[src/rtl/cpu5_alu_arb_pkg.sv]
// rtl/cpu5_alu_arb_pkg.sv - shared constants and types for the two-port ALU arbiter
package cpu5_alu_arb_pkg;

  localparam int CPU5_ALU_CONTROL_SIZE   = 3;
  localparam int CPU5_ALU_ARB_STATE_SIZE = 2;

  localparam logic [CPU5_ALU_ARB_STATE_SIZE-1:0] CPU5_ALU_ARB_IDLE = 2'd0;
  localparam logic [CPU5_ALU_ARB_STATE_SIZE-1:0] CPU5_ALU_ARB_EXEC = 2'd1;
  localparam logic [CPU5_ALU_ARB_STATE_SIZE-1:0] CPU5_ALU_ARB_RESP = 2'd2;

  localparam logic [CPU5_ALU_CONTROL_SIZE-1:0] ALU_CTRL_ADD = 3'b010;
  localparam logic [CPU5_ALU_CONTROL_SIZE-1:0] ALU_CTRL_SUB = 3'b110;

  typedef enum logic {
    PORT0 = 1'b0,
    PORT1 = 1'b1
  } port_t;

  function automatic port_t gnt_to_port(input logic [1:0] gnt);
    return gnt[1] ? PORT1 : PORT0;
  endfunction

endpackage

[src/rtl/cpu5_alu_arb_if.sv]
// rtl/cpu5_alu_arb_if.sv - requester/response handshakes and shared ALU bus
interface cpu5_alu_arb_if
  import cpu5_alu_arb_pkg::*;
#(
  parameter int XLEN   = 32,
  parameter int CTRL_W = CPU5_ALU_CONTROL_SIZE
) ();

  logic              req0_valid;
  logic              req0_ready;
  logic [XLEN-1:0]   req0_a;
  logic [XLEN-1:0]   req0_b;
  logic [CTRL_W-1:0] req0_ctrl;

  logic              req1_valid;
  logic              req1_ready;
  logic [XLEN-1:0]   req1_a;
  logic [XLEN-1:0]   req1_b;
  logic [CTRL_W-1:0] req1_ctrl;

  logic              rsp0_valid;
  logic              rsp0_ready;
  logic              rsp1_valid;
  logic              rsp1_ready;
  logic [XLEN-1:0]   rsp_result;
  logic              rsp_zero;

  logic [XLEN-1:0]   alu_a;
  logic [XLEN-1:0]   alu_b;
  logic [CTRL_W-1:0] alu_control;
  logic [XLEN-1:0]   alu_result;

  modport slave (
    input  req0_valid, req0_a, req0_b, req0_ctrl,
    input  req1_valid, req1_a, req1_b, req1_ctrl,
    output req0_ready, req1_ready,
    output rsp0_valid, rsp1_valid, rsp_result, rsp_zero,
    input  rsp0_ready, rsp1_ready,
    output alu_a, alu_b, alu_control,
    input  alu_result
  );

  modport master (
    output req0_valid, req0_a, req0_b, req0_ctrl,
    output req1_valid, req1_a, req1_b, req1_ctrl,
    input  req0_ready, req1_ready,
    input  rsp0_valid, rsp1_valid, rsp_result, rsp_zero,
    output rsp0_ready, rsp1_ready,
    input  alu_a, alu_b, alu_control,
    output alu_result
  );

endinterface

[src/rtl/cpu5_alu_arb_rr_arb2.sv]
// rtl/cpu5_alu_arb_rr_arb2.sv - combinational two-way round-robin picker
module cpu5_rr_arb2 (
  input  logic [1:0] req,
  input  logic       last,
  output logic [1:0] gnt
);

  // On a tie the port that did not win last time is chosen.
  assign gnt[0] = req[0] & (~req[1] | last);
  assign gnt[1] = req[1] & (~req[0] | ~last);

endmodule

[src/rtl/cpu5_alu_arb.sv]
// rtl/cpu5_alu_arb.sv - shares one combinational ALU between execute and address-gen ports
module cpu5_alu_arb
  import cpu5_alu_arb_pkg::*;
#(
  parameter int XLEN   = 32,
  parameter int CTRL_W = CPU5_ALU_CONTROL_SIZE
) (
  input logic             clk,
  input logic             reset,
  cpu5_alu_arb_if.slave   bus
);

  logic [CPU5_ALU_ARB_STATE_SIZE-1:0] state;
  port_t                              last_grant;
  port_t                              grant_id;

  logic [1:0]        req;
  logic [1:0]        gnt;
  logic              idle;
  logic              accept;
  logic              rsp_ready_sel;

  logic [XLEN-1:0]   sel_a;
  logic [XLEN-1:0]   sel_b;
  logic [CTRL_W-1:0] sel_ctrl;

  logic [XLEN-1:0]   a_q;
  logic [XLEN-1:0]   b_q;
  logic [CTRL_W-1:0] ctrl_q;
  logic [XLEN-1:0]   result_q;
  logic              zero_q;

  assign req = {bus.req1_valid, bus.req0_valid};

  cpu5_rr_arb2 u_rr_arb2 (
    .req  (req),
    .last (last_grant == PORT1),
    .gnt  (gnt)
  );

  // Ready is masked while reset is held so a requester holding valid sees no accept.
  assign idle   = (state == CPU5_ALU_ARB_IDLE) && !reset;
  assign accept = idle && (gnt != 2'b00);

  assign bus.req0_ready = idle & gnt[0];
  assign bus.req1_ready = idle & gnt[1];

  assign sel_a    = gnt[1] ? bus.req1_a    : bus.req0_a;
  assign sel_b    = gnt[1] ? bus.req1_b    : bus.req0_b;
  assign sel_ctrl = gnt[1] ? bus.req1_ctrl : bus.req0_ctrl;

  assign bus.rsp0_valid = (state == CPU5_ALU_ARB_RESP) && (grant_id == PORT0);
  assign bus.rsp1_valid = (state == CPU5_ALU_ARB_RESP) && (grant_id == PORT1);
  assign rsp_ready_sel  = (grant_id == PORT1) ? bus.rsp1_ready : bus.rsp0_ready;

  assign bus.rsp_result  = result_q;
  assign bus.rsp_zero    = zero_q;
  assign bus.alu_a       = a_q;
  assign bus.alu_b       = b_q;
  assign bus.alu_control = ctrl_q;

  always_ff @(posedge clk or posedge reset) begin
    if (reset) begin
      state      <= CPU5_ALU_ARB_IDLE;
      last_grant <= PORT1;
      grant_id   <= PORT0;
      a_q        <= '0;
      b_q        <= '0;
      ctrl_q     <= '0;
      result_q   <= '0;
      zero_q     <= 1'b1;
    end else begin
      case (state)
        CPU5_ALU_ARB_IDLE: begin
          if (accept) begin
            a_q        <= sel_a;
            b_q        <= sel_b;
            ctrl_q     <= sel_ctrl;
            grant_id   <= gnt_to_port(gnt);
            last_grant <= gnt_to_port(gnt);
            state      <= CPU5_ALU_ARB_EXEC;
          end
        end
        CPU5_ALU_ARB_EXEC: begin
          result_q <= bus.alu_result;
          zero_q   <= ~|bus.alu_result;
          state    <= CPU5_ALU_ARB_RESP;
        end
        CPU5_ALU_ARB_RESP: begin
          if (rsp_ready_sel) begin
            state <= CPU5_ALU_ARB_IDLE;
          end
        end
        default: state <= CPU5_ALU_ARB_IDLE;
      endcase
    end
  end

endmodule

[src/flat_wrapper.sv]
// flat-port wrapper written by rule: the top's interface ports become plain ports
module cpu5_alu_arb_flat import cpu5_alu_arb_pkg::*;
#(
  parameter int XLEN   = 32,
  parameter int CTRL_W = CPU5_ALU_CONTROL_SIZE
)
  (clk, reset, bus_req0_valid, bus_req0_a, bus_req0_b, bus_req0_ctrl, bus_req1_valid, bus_req1_a, bus_req1_b, bus_req1_ctrl, bus_req0_ready, bus_req1_ready, bus_rsp0_valid, bus_rsp1_valid, bus_rsp_result, bus_rsp_zero, bus_rsp0_ready, bus_rsp1_ready, bus_alu_a, bus_alu_b, bus_alu_control, bus_alu_result);
  cpu5_alu_arb_if #(.XLEN(XLEN), .CTRL_W(CTRL_W)) bus_i ();
  input logic clk;
  input logic reset;
  input wire logic [$bits(bus_i.req0_valid)-1:0] bus_req0_valid;
  input wire logic [$bits(bus_i.req0_a)-1:0] bus_req0_a;
  input wire logic [$bits(bus_i.req0_b)-1:0] bus_req0_b;
  input wire logic [$bits(bus_i.req0_ctrl)-1:0] bus_req0_ctrl;
  input wire logic [$bits(bus_i.req1_valid)-1:0] bus_req1_valid;
  input wire logic [$bits(bus_i.req1_a)-1:0] bus_req1_a;
  input wire logic [$bits(bus_i.req1_b)-1:0] bus_req1_b;
  input wire logic [$bits(bus_i.req1_ctrl)-1:0] bus_req1_ctrl;
  output wire logic [$bits(bus_i.req0_ready)-1:0] bus_req0_ready;
  output wire logic [$bits(bus_i.req1_ready)-1:0] bus_req1_ready;
  output wire logic [$bits(bus_i.rsp0_valid)-1:0] bus_rsp0_valid;
  output wire logic [$bits(bus_i.rsp1_valid)-1:0] bus_rsp1_valid;
  output wire logic [$bits(bus_i.rsp_result)-1:0] bus_rsp_result;
  output wire logic [$bits(bus_i.rsp_zero)-1:0] bus_rsp_zero;
  input wire logic [$bits(bus_i.rsp0_ready)-1:0] bus_rsp0_ready;
  input wire logic [$bits(bus_i.rsp1_ready)-1:0] bus_rsp1_ready;
  output wire logic [$bits(bus_i.alu_a)-1:0] bus_alu_a;
  output wire logic [$bits(bus_i.alu_b)-1:0] bus_alu_b;
  output wire logic [$bits(bus_i.alu_control)-1:0] bus_alu_control;
  input wire logic [$bits(bus_i.alu_result)-1:0] bus_alu_result;
  assign bus_i.req0_valid = bus_req0_valid;
  assign bus_i.req0_a = bus_req0_a;
  assign bus_i.req0_b = bus_req0_b;
  assign bus_i.req0_ctrl = bus_req0_ctrl;
  assign bus_i.req1_valid = bus_req1_valid;
  assign bus_i.req1_a = bus_req1_a;
  assign bus_i.req1_b = bus_req1_b;
  assign bus_i.req1_ctrl = bus_req1_ctrl;
  assign bus_req0_ready = bus_i.req0_ready;
  assign bus_req1_ready = bus_i.req1_ready;
  assign bus_rsp0_valid = bus_i.rsp0_valid;
  assign bus_rsp1_valid = bus_i.rsp1_valid;
  assign bus_rsp_result = bus_i.rsp_result;
  assign bus_rsp_zero = bus_i.rsp_zero;
  assign bus_i.rsp0_ready = bus_rsp0_ready;
  assign bus_i.rsp1_ready = bus_rsp1_ready;
  assign bus_alu_a = bus_i.alu_a;
  assign bus_alu_b = bus_i.alu_b;
  assign bus_alu_control = bus_i.alu_control;
  assign bus_i.alu_result = bus_alu_result;
  cpu5_alu_arb #(.XLEN(XLEN), .CTRL_W(CTRL_W)) u_core (.clk(clk), .reset(reset), .bus(bus_i));
endmodule
[config.mk]
export PLATFORM = sky130hd
export DESIGN_NAME = cpu5_alu_arb_flat
export DESIGN_NICKNAME = d
export VERILOG_FILES = /design/src/rtl/cpu5_alu_arb_pkg.sv /design/src/rtl/cpu5_alu_arb_if.sv /design/src/rtl/cpu5_alu_arb_rr_arb2.sv /design/src/rtl/cpu5_alu_arb.sv /design/src/flat_wrapper.sv
export SDC_FILE = /design/constraint.sdc
export NUM_CORES = 1
export LEC_CHECK = 0
export ABC_AREA = 0
export CAP_MARGIN = 30
export CORE_MARGIN = 4
export CORE_UTILIZATION = 40
export CTS_BUF_LIST = sky130_fd_sc_hd__clkbuf_2
export CTS_CLUSTER_DIAMETER = 100
export DETAILED_ROUTE_END_ITERATION = 7
export HOLD_SLACK_MARGIN = 0.06
export PLACE_DENSITY = 0.88
export SLEW_MARGIN = 30
export SYNTH_ARGS = -nofsm -noshare
export SYNTH_HDL_FRONTEND = slang
export SYNTH_HIERARCHICAL = 1
export SYNTH_SLANG_ARGS = --single-unit
[constraint.sdc]
create_clock -name clk -period 4.2 [get_ports clk]
set_input_delay 1.26 -clock clk [delete_from_list [all_inputs] [get_ports clk]]
set_output_delay 1.26 -clock clk [all_outputs]
set_load 0.02 [all_outputs]
==> results.cfg <==
[die]
core_area_mm2 = 0.01196
std_cell_rows = 40
io-pin-count = 276
die_area_mm2 = 0.01403
die_h_um = 118.4
initial_core_util_pct = 40.78
die_x_um = 118.4

[timing]
clock_skew_ns = 0.03750
fin_setup_tns_ns = 0
max-slew-margin-rel_pct = 43.82
tightest_slew_ns = 0.8427
hold_viol = 0
hold_ws_ns = 0.4893
max_freq_mhz = 244.0
grt_setup_unrepaired = no
slew_viol_final = 0
period_minus_slack_ns = 4.099
period_share_pct = 97.60
setup_viol_count_final = 0

[finish]
drive_gt1_share_pct = 32.10
area_growth_pct = 60.35
layout.cells.non_filler = 742
nets = 762
n_antenna_cell = 0
fin_util_pct = 65.40
num-fill-cells = 904
stdcell_area_mm2 = 0.007823

[worst_setup_path]
worstSetupPathDepth = 5
critPathMaxFanout = 3
crit_arrival_ns = 2.84
crit_slowest_cell = clkdlybuf4s50_1
cp_num_buf_inv = 3
cp-end-kind = output pin
path_cells = clkdlybuf4s50_1, a21boi_1, nand2_1, inv_1, clkdlybuf4s50_1
reg2reg_to = u_core/bus.alu_b[21]
crit_family = buffers and inverters
cp.required_ns = 2.94
endpoint = bus_req0_ready
crit-reg2reg-launch = u_core/last_grant
crit_type = in2out
ff2ff_path_depth = 5
cp-startpoint = bus_req0_valid
critPathMaxStageDelay_ns = 0.59
ff2ff_setup_slack_ns = 1.84
start_kind = input port
cp_common_cell = clkdlybuf4s50_1

[synthesis]
synth_fa_ha_area_share_pct = 0
synth_area_leaders = dfrtp_1, mux2_2, mux2_4
avgSynthCellArea_um2 = 15.25
synth_top_cell_area_share_pct = 52.32
synth_cells = 320
synth_compound_area_share_pct = 1.026
synthSimpleGateAreaFrac_pct = 2.180
synthXorXnorAreaFrac_pct = 0
yosys.area.top_type = dfrtp_1
synth_warnings = 6
synthDistinctLibCells = 22
synth_top_family_by_area = multiplexers
synth_area_mm2 = 0.004878
synth_nets = 492
ys_ff_latch = 104
synth_mux_area_share_pct = 40.01
synth-seq-area-share_pct = 53.40

[pwr]
clkPwrFrac_pct = 7.6
peakVddDrop_v = 0.0003437
swShare_pct = 36.90
leakagePower_nw = 3.169
p_int_mw = 3.200
power_frac_comb_pct = 57.4
seqPwrFrac_pct = 35.1
switchingPower_mw = 1.871
power_density_mw_per_mm2 = 648.3

[routing]
post_drt_wl_per_cell_um = 18.15
num_vias = 3640
drt-initial-drc-count = 112
vias_per_cell = 4.906
wirelength_um = 13470
drc = 0
drt_first_pass_iters = 4
postRouteAntennaNets = 0

[placed_design]
place_inst = 726
port_buffers = 275
place_hpwl_um = 10780
gp_congestion = 0.8303
placed_area_mm2 = 0.007741

[clock_network]
clk_pin_slew_ns = 0.25
clock_latency_ns = 0.54
clkSinkCount = 104
cts_root_buffer = clkbuf_2
ctsResizeCount = 0
clockBufferDepth = 2
cts_tree = built
cts_made_buffers = 9
post_cts_buffers = 0
htreeDepth = 3
cts_hold_buf = 0

[global_route]
grtUsageMet3_pct = 6.890
gr-usage-all-layers_pct = 18.84
met2_usage_pct = 34.23
met1_usage_pct = 19.94
grt_pass1_wl_um = 21080
grt_max_degree = 69
grt.busiest_layer = met2
grt.overflow.total = 0
antenna_found_initial = 0
grt_pass1_vias = 4089

[status]
status = finished, final reports clean

[hold_path]
hold_path_class = reg2reg

[flow_run]
cap_violations = 0
through the flow:
step                      setup slack, ns  total power, mW
after floorplan                    0.2111            3.332
after CTS                          0.1082            5.134
after detailed placement          0.09333            4.747
after global placement             0.1381            4.664
final                              0.1009            5.071
after global routing              0.04506            5.337
logic make-up (layout without fill, tap and decap cells):
logic type             Yosys count  in the layout
DFF                            104            104
and+or+nand+nor                 18             18
muxes                          167            167
AOI/OAI and AO/OA                7              7
buffers and inverters           24            299
layout by cell type, fill, tap and decap left out, drive strengths merged, types with 2 or more instances in the layout:
cell type,synthesis,final
inv,4,5
dfrtp,102,102
clkinv,0,6
dfstp,2,2
nor4,8,8
buf,16,4
mux2,167,167
nand4,2,2
nand2b,2,2
a21boi,2,2
a21o,2,2
nor2,2,2
clkdlybuf4s50,0,275
clkbuf,4,9
nand2,2,2
Yosys cell counts (all sizes together):
cell type and number:
a21boi 2, buf 16, and2 1, dfstp 2, clkbuf 4, nand4 2, nand2b 2, mux2 167
a21o 2, o21ai 1, nor2 2, nor3 1, nor4 8, dfrtp 102, inv 4, o21a 1
nand2 2, o31ai 1
power by group through the flow:
stage	sequential, mW	clock [mW]	combinational (mW)
floorplan	2.39	0	0.946
global placement	1.78	0	2.89
detailed placement	1.81	0	2.94
CTS	1.79	0.406	2.94
global route	1.84	0.441	3.05
finish	1.78	0.384	2.91
registers in the layout, summed over array words and instances (netlist names):
signal / flops
u_core/grant_id: 1
u_core/last_grant: 1
u_core/bus.alu_control: 3
u_core/bus.alu_a: 32
u_core/state: 2
u_core/bus.alu_b: 32
u_core/bus.rsp_zero: 1
u_core/bus.rsp_result: 32
worst min-delay path by stage:
stage | startpoint | endpoint | cells after the start
2_1_floorplan | u_core/last_grant | u_core/last_grant | 1
3_3_place_gp | u_core/bus.rsp_zero | u_core/bus.rsp_zero | 2
3_5_place_dp | u_core/bus.rsp_zero | u_core/bus.rsp_zero | 2
4_1_cts | u_core/bus.rsp_zero | u_core/bus.rsp_zero | 2
5_1_grt | u_core/bus.rsp_zero | u_core/bus.rsp_zero | 2
6_report | u_core/bus.rsp_zero | u_core/bus.rsp_zero | 2
worst min-delay path: cells and delay by family, from the launching register on:
| family | cells | cell delay, ns |
|---|---|---|
| AO/OA/AOI/OAI | 1 | 0.05 |
| flip-flops | 1 | 0.43 |
| AND/OR/NAND/NOR | 1 | 0.05 |
area by class of cell:
class                           instances  area, um2  share of cell area [%]
Tap cell                              147      183.9                   2.351
Timing Repair Buffer                  279       2808                   35.89
Inverter                                4      17.52                  0.2239
Clock buffer                            9      45.04                  0.5758
Clock inverter                          7      36.28                  0.4639
Sequential cell                       104       2605                   33.30
Multi-Input combinational cell        192       2127                   27.19
routing by layer:
| layer | routed length (um) | part of all wire (%) |
|---|---|---|
| met1 | 4894 | 36 |
| met2 | 7050 | 52 |
| met3 | 1119 | 8.3 |
| met4 | 401 | 3.0 |
| met5 | 0 | 0 |
(Power assumes the default switching activity.)
